<file path="config.mk">
export PLATFORM = sky130hd
export DESIGN_NAME = sr_cmd_arbiter
export DESIGN_NICKNAME = d
export VERILOG_FILES = /design/src/rtl/sr_cmd_pkg.sv /design/src/rtl/sr_cmd_arbiter_rr.sv /design/src/rtl/sr_cmd_arbiter.sv
export SDC_FILE = /design/constraint.sdc
export NUM_CORES = 1
export LEC_CHECK = 0
export CAP_MARGIN = 20
export CORE_ASPECT_RATIO = 1.4
export CORE_MARGIN = 3
export CORE_UTILIZATION = 30
export CTS_CLUSTER_DIAMETER = 50
export DETAILED_ROUTE_END_ITERATION = 16
export GPL_TIMING_DRIVEN = 1
export HOLD_SLACK_MARGIN = 0.12
export PLACE_DENSITY = 0.64
export SLEW_MARGIN = 20
export SYNTH_ARGS = -nofsm -noshare
export SYNTH_HDL_FRONTEND = slang
export SYNTH_SLANG_ARGS = --single-unit
</file>
<file path="constraint.sdc">
create_clock -name clk -period 7.7 [get_ports clk]
set_clock_uncertainty 0.15 [all_clocks]
set_input_delay 1.925 -clock clk [delete_from_list [all_inputs] [get_ports clk]]
set_output_delay 1.925 -clock clk [all_outputs]
set_load 0.03 [all_outputs]
</file>
<file path="src/rtl/sr_cmd_pkg.sv">
// -----------------------------------------------------------------------------
// sr_cmd_pkg
// Shared types and helpers for the SR flip-flop command arbiter.
//   sr_state_e : arbiter FSM states (IDLE, DRIVE, CHECK)
//   OP_SET     : command opcode that pulses S on the target flag
//   OP_RST     : command opcode that pulses R on the target flag
//   sr_clog2   : ceil(log2(value)), never less than 1, for index widths
// Optional feature macro: SR_CMD_CHECK_EN (see sr_cmd_arbiter).
// -----------------------------------------------------------------------------
package sr_cmd_pkg;

  typedef enum logic [1:0] {
    IDLE  = 2'd0,
    DRIVE = 2'd1,
    CHECK = 2'd2
  } sr_state_e;

  localparam logic OP_SET = 1'b1;
  localparam logic OP_RST = 1'b0;

  // A width of at least one bit keeps single-entry index ports legal.
  function automatic int sr_clog2(input int value);
    int w;
    w = 1;
    for (int i = 1; i < 31; i++) begin
      if ((1 << i) < value) begin
        w = i + 1;
      end
    end
    return w;
  endfunction

endpackage

</file>
<file path="src/rtl/sr_cmd_arbiter_rr.sv">
// -----------------------------------------------------------------------------
// rr_arbiter
// Combinational round-robin picker. The search starts at ptr and wraps at N,
// so the requester at ptr has the highest priority this cycle.
// Ports:
//   req   in  N   request vector
//   ptr   in  IW  index searched first
//   grant out N   one-hot grant (zero when req is zero)
//   idx   out IW  encoded index of the granted requester (0 when none)
// -----------------------------------------------------------------------------
module rr_arbiter
  import sr_cmd_pkg::*;
#(
  parameter int N  = 4,
  parameter int IW = sr_clog2(N)
) (
  input  logic [N-1:0]  req,
  input  logic [IW-1:0] ptr,
  output logic [N-1:0]  grant,
  output logic [IW-1:0] idx
);

  logic [IW-1:0] cand;
  logic          found;

  always_comb begin
    grant = '0;
    idx   = '0;
    found = 1'b0;
    cand  = '0;
    for (int k = 0; k < N; k++) begin
      cand = IW'((int'(ptr) + k) % N);
      if (!found && req[cand]) begin
        found       = 1'b1;
        grant[cand] = 1'b1;
        idx         = cand;
      end
    end
  end

endmodule

</file>
<file path="src/rtl/sr_cmd_arbiter.sv">
// -----------------------------------------------------------------------------
// sr_cmd_arbiter
// Lets NUM_REQ agents share a bank of NUM_FLAGS external SR flip-flops. One
// command at a time is granted round-robin, turned into a single registered
// S or R strobe, optionally verified against the Q readback, then acked.
// S and R are never driven together because only one command is ever in
// flight and it targets exactly one bit of exactly one strobe vector.
//
// Ports:
//   clk        in   1               rising-edge clock
//   rst_n      in   1               asynchronous active-low reset
//   req_valid  in   NUM_REQ         command valid, held until ack
//   req_op     in   NUM_REQ         1 = set (S), 0 = reset (R)
//   req_flag   in   NUM_REQ*FLAG_W  target flag, requester i at [i*FLAG_W +: FLAG_W]
//   req_ack    out  NUM_REQ         one-cycle completion pulse, one-hot or zero
//   sr_s       out  NUM_FLAGS       registered S strobes
//   sr_r       out  NUM_FLAGS       registered R strobes
//   flag_q     in   NUM_FLAGS       Q readback from the SR bank
//   err_clr    in   1               clears the sticky error
//   err        out  1               sticky error flag
//   err_req    out  REQ_W           requester that caused the first error
//   busy       out  1               high whenever the FSM is not IDLE
//
// Optional feature macro SR_CMD_CHECK_EN:
//   defined   : IDLE -> DRIVE -> CHECK, ack in CHECK after comparing flag_q.
//   undefined : IDLE -> DRIVE, ack together with the strobe, flag_q ignored,
//               err only reports out-of-range flag indices.
// -----------------------------------------------------------------------------
module sr_cmd_arbiter
  import sr_cmd_pkg::*;
#(
  parameter int NUM_REQ   = 4,
  parameter int NUM_FLAGS = 8,
  parameter int FLAG_W    = sr_clog2(NUM_FLAGS),
  parameter int REQ_W     = sr_clog2(NUM_REQ)
) (
  input  logic                        clk,
  input  logic                        rst_n,
  input  logic [NUM_REQ-1:0]          req_valid,
  input  logic [NUM_REQ-1:0]          req_op,
  input  logic [NUM_REQ*FLAG_W-1:0]   req_flag,
  output logic [NUM_REQ-1:0]          req_ack,
  output logic [NUM_FLAGS-1:0]        sr_s,
  output logic [NUM_FLAGS-1:0]        sr_r,
  input  logic [NUM_FLAGS-1:0]        flag_q,
  input  logic                        err_clr,
  output logic                        err,
  output logic [REQ_W-1:0]            err_req,
  output logic                        busy
);

  sr_state_e           state;
  logic [REQ_W-1:0]    ptr;
  logic [REQ_W-1:0]    win_idx;
  logic [REQ_W-1:0]    next_ptr;
  logic                cmd_oor;

  logic [NUM_REQ-1:0]  gnt_onehot;
  logic [REQ_W-1:0]    gnt_idx;
  logic [FLAG_W-1:0]   flag_arr [NUM_REQ];
  logic                sel_op;
  logic [FLAG_W-1:0]   sel_flag;
  logic                sel_oor;

  logic                err_event;
  logic                err_set;

  rr_arbiter #(
    .N  (NUM_REQ),
    .IW (REQ_W)
  ) u_rr (
    .req   (req_valid),
    .ptr   (ptr),
    .grant (gnt_onehot),
    .idx   (gnt_idx)
  );

  always_comb begin
    for (int i = 0; i < NUM_REQ; i++) begin
      flag_arr[i] = req_flag[i*FLAG_W +: FLAG_W];
    end
  end

  assign sel_op   = |(req_op & gnt_onehot);
  assign sel_flag = flag_arr[gnt_idx];
  // Only reachable when NUM_FLAGS is not a power of two.
  assign sel_oor  = ({1'b0, sel_flag} >= (FLAG_W+1)'(NUM_FLAGS));

  assign next_ptr = (win_idx == REQ_W'(NUM_REQ - 1)) ? '0 : win_idx + 1'b1;
  assign busy     = (state != IDLE);

`ifdef SR_CMD_CHECK_EN
  logic                cmd_op;
  logic [FLAG_W-1:0]   cmd_flag;
  logic [NUM_REQ-1:0]  win_onehot;
  logic                check_fail;

  assign win_onehot = NUM_REQ'(1) << win_idx;
  // An out-of-range command never indexes flag_q for its verdict.
  assign check_fail = cmd_oor ? 1'b1 : (flag_q[cmd_flag] != cmd_op);
  assign err_event  = (state == CHECK) && check_fail;
`else
  logic unused_flag_q;

  assign unused_flag_q = ^flag_q;
  assign err_event     = (state == DRIVE) && cmd_oor;
`endif

  // The first error is sticky; a coincident err_clr lets a new error replace it.
  assign err_set = err_event && (!err || err_clr);

  always_ff @(posedge clk or negedge rst_n) begin
    if (!rst_n) begin
      state    <= IDLE;
      ptr      <= '0;
      win_idx  <= '0;
      cmd_oor  <= 1'b0;
      sr_s     <= '0;
      sr_r     <= '0;
      req_ack  <= '0;
      err      <= 1'b0;
      err_req  <= '0;
`ifdef SR_CMD_CHECK_EN
      cmd_op   <= OP_RST;
      cmd_flag <= '0;
`endif
    end else begin
      sr_s    <= '0;
      sr_r    <= '0;
      req_ack <= '0;

      if (err_set) begin
        err     <= 1'b1;
        err_req <= win_idx;
      end else if (err_clr) begin
        err     <= 1'b0;
        err_req <= '0;
      end

      case (state)
        IDLE: begin
          if (|req_valid) begin
            state   <= DRIVE;
            win_idx <= gnt_idx;
            cmd_oor <= sel_oor;
`ifdef SR_CMD_CHECK_EN
            cmd_op   <= sel_op;
            cmd_flag <= sel_flag;
`else
            req_ack  <= gnt_onehot;
`endif
            // Strobes are loaded on the way into DRIVE so they are visible
            // for exactly the DRIVE cycle.
            if (!sel_oor) begin
              sr_s[sel_flag] <= (sel_op == OP_SET);
              sr_r[sel_flag] <= (sel_op == OP_RST);
            end
          end
        end
        DRIVE: begin
`ifdef SR_CMD_CHECK_EN
          state   <= CHECK;
          req_ack <= win_onehot;
`else
          state   <= IDLE;
          ptr     <= next_ptr;
`endif
        end
`ifdef SR_CMD_CHECK_EN
        CHECK: begin
          state <= IDLE;
          ptr   <= next_ptr;
        end
`endif
        default: begin
          state <= IDLE;
        end
      endcase
    end
  end

endmodule
</file>
==> summary.txt <==
========================================================================================
Result of the run                                                           finished, final reports clean
Post-Synthesis Mean Instance Area                                              10.1 um^2
Footprint of the multi-input gates                                              958 um^2
Final net count                                                                      245
Overflow left after global routing                                                     0
Initial Utilization                                                                31.7%
Routed wire length per instance                                                  13.1 um
Unique cell type count in the Yosys netlist                                           45
Synthesized netlist cell count                                                       166
Library cell used as clock root buffer                                          clkbuf_8
Post-synth top area share                                                          37.5%
Sequential-to-total area share from yosys stat                                     37.5%
Worst rel slew slack                                                               48.0%
CTS Buffer Depth                                                                       2
Synth warn                                                                             0
Post-synthesis share of cell area spent on xor and xnor gates                         0%
Power density cells                                                          444 nW/um^2
Predominant post-synthesis flop cell                                             dfrtp_1
Clock transition at the registers of the reported paths                          0.08 ns
Critical Path Start Type                                                       input pin
Complex-gate fraction of the synthesized area                                      15.2%
Worst Max-Slew Pin Slew                                                         0.780 ns
Overall routed net length                                                        3540 um
Number of global-route vias before repair                                           1304
Worst min path class                                                          reg -> reg
Count of buffers added by post-CTS timing repair for setup                             0
Most frequent standard cell in the layout excluding fill and tap cells      clkdlybuf4s50_1
Classification of the worst setup path                                         in -> reg
Post-Route Setup TNS                                                                0 ns
WP data arrival                                                                  4.63 ns
Period minus WS final                                                            4.60 ns
Area share of and/or/nand/nor cells after synthesis                                21.6%
Most area-consuming cells after synthesis                                   dfrtp_1, ha_1, mux4_2
Post-cts hold buffer count                                                             0
Number of fill cells in the layout                                                   551
Via density per instance                                                            4.96
Maximum level of the CTS H-tree                                                        1
Area of the core region                                                        5280 um^2
Via count                                                                           1340
Pin count of the biggest net entering global routing                                  26
Multiplexer fraction of the synthesized cell area                                  13.1%
Fmax                                                                             217 MHz
Sort of element at the end of the critical path                                flip-flop
First-pass detailed-route iteration total                                              4
Required time worst endpoint                                                     7.73 ns
Worst-path fanout max                                                                 15
Inserted Diodes                                                                        0
Sinks on the clock net                                                                25
Final Core Density                                                                 40.9%
Clk_lat worst skew                                                               0.27 ns
Number of flops mapped to enable cells by yosys                                        0
X dimension of the die                                                           69.1 um
Gp weighted congestion                                                             0.818
Total area of sequential cells                                                  626 um^2
Number of antenna violations at the first check in global routing                      0
Largest area contributor in the netlist                                          dfrtp_1
Fin. Hold Viols                                                                        0
Leading cell types in the layout, fill and taps excluded                    clkdlybuf4s50_1, dfrtp_1, nand2_1
Number of ports placed on the die boundary                                            55
Max-cap violations                                                                     0
Post-CTS sizing                                                                        0
Setup WS pre-CTS                                                                 2.82 ns
Portion of the clock cycle consumed by the worst path in the final layout          59.8%
Layout Area Growth over Synthesis                                                  29.1%
Final setup slack of the worst path                                              3.10 ns
Maximum VDD drop                                                                0.171 mV
Async set or reset register ratio after synthesis                                   100%
# setup viols final                                                                    0
Total standard cell area after synthesis                                       1670 um^2
Count of unresolved DRC violations after routing                                       0
Wire length of the first global-routing pass                                     5950 um
Count of input and output buffers                                                     42
Detailed-placement wirelength estimate                                           2830 um
Die area                                                                       6510 um^2
Post-synthesis register bit count                                                     25
Clock tree from TritonCTS                                                          built
Synthesized-area fraction occupied by adder cells                                  6.74%
Max-slew violations                                                                    0
Setup repair after global routing missed its margin                                   no
Vert. Die Dim                                                                    94.3 um
Main combinational cell family by area after synthesis                      simple AND/OR/NAND/NOR gates
Global routing usage summed across all routing layers                              11.2%
Static Leak                                                                     0.958 nW
Final antenna-violating net count                                                      0
CTS buffer count                                                                       3
Share of layout cells above drive strength 1                                       9.31%
1st-iter DRT viols                                                                    56
Number of standard-cell rows in the floorplan                                         31
========================================================================================
-- path summary, 6_finish.rpt --
path / from / to / slack [ns] / cells after the start
max: req_valid[3] / sr_s[6]$_DFF_PN0_ / 3.10 / 8
min: win_idx[1]$_DFFE_PN0P_ / win_idx[1]$_DFFE_PN0P_ / 0.33 / 2
max reg2reg: ptr[0]$_DFFE_PN0P_ / sr_s[6]$_DFF_PN0_ / 3.81 / 9
min reg2reg: win_idx[1]$_DFFE_PN0P_ / win_idx[1]$_DFFE_PN0P_ / 0.33 / 2
max in group asynchronous: rst_n / sr_s[1]$_DFF_PN0_ / 5.59 / 1
min in group asynchronous: rst_n / req_ack[0]$_DFF_PN0_ / 1.47 / 1
-- kinds of logic (layout without fill, tap and decap cells) --
group	after synthesis	count (layout)
adder cells (fa/ha/maj)	9	9
other	1	3
AND/OR/NAND/NOR	65	65
flip-flops	25	25
AO/OA/AOI/OAI	34	34
buffers and inverters	17	53
multiplexers	15	15
-- area by class of cell --
cell class                      count  share of cell area, %
Clock buffer                        3                   1.91
Multi-Input combinational cell    126                   44.4
Sequential cell                    25                   29.0
Inverter                            7                   1.22
Tap cell                           66                   3.83
Timing Repair Buffer               42                   19.3
Clock inverter                      1                  0.348
-- flip-flops by register name, indices dropped and copies added (netlist names) --
name	cells
sr_s	8
req_ack	4
sr_r	8
ptr	2
win_idx	2
state	1
-- critical path: stages --
cell             delay (ns)
clkdlybuf4s50_1        0.55
mux4_2                 0.70
nor2_4                 0.14
nand2_1                0.11
mux2i_4                0.36
mux2i_1                0.44
o21ai_1                0.21
nor3_1                 0.20
-- Yosys cell counts, types with 6 or more instances --
cell and number:
ha_1 9, nand2_1 18, dfrtp_1 25, nor2_1 11
and3_1 9, nor3_1 8, inv_1 7, mux2i_1 7
a21oi_1 6
-- report_power, final --
group	leakage (nW)	internal [W]	switching [W]
registers	0.336	0.000175	0.0000418
logic	0.600	0.000278	0.000387
clock network	0.0217	0.0000366	0.0000393
-- through the flow --
step	std cells	power, W	instance area (um^2)	hold WS [ns]
floorplan	168	0.000730	1680	0.300
global placement	266	0.000881	2110	0.324
detailed placement	266	0.000891	2110	0.322
CTS	270	0.000969	2160	0.338
global route	270	0.00104	2160	0.387
finish	270	0.000958	2160	0.333
-- routing by layer --
metal  wire (um)  up-vias  track usage, %
met5           0        -               0
met4         100        0            6.35
met3         154        7           0.857
met2        1900       40            20.1
met1        1390      622            13.1
li1            -      671               -
(Power assumes the default switching activity.)
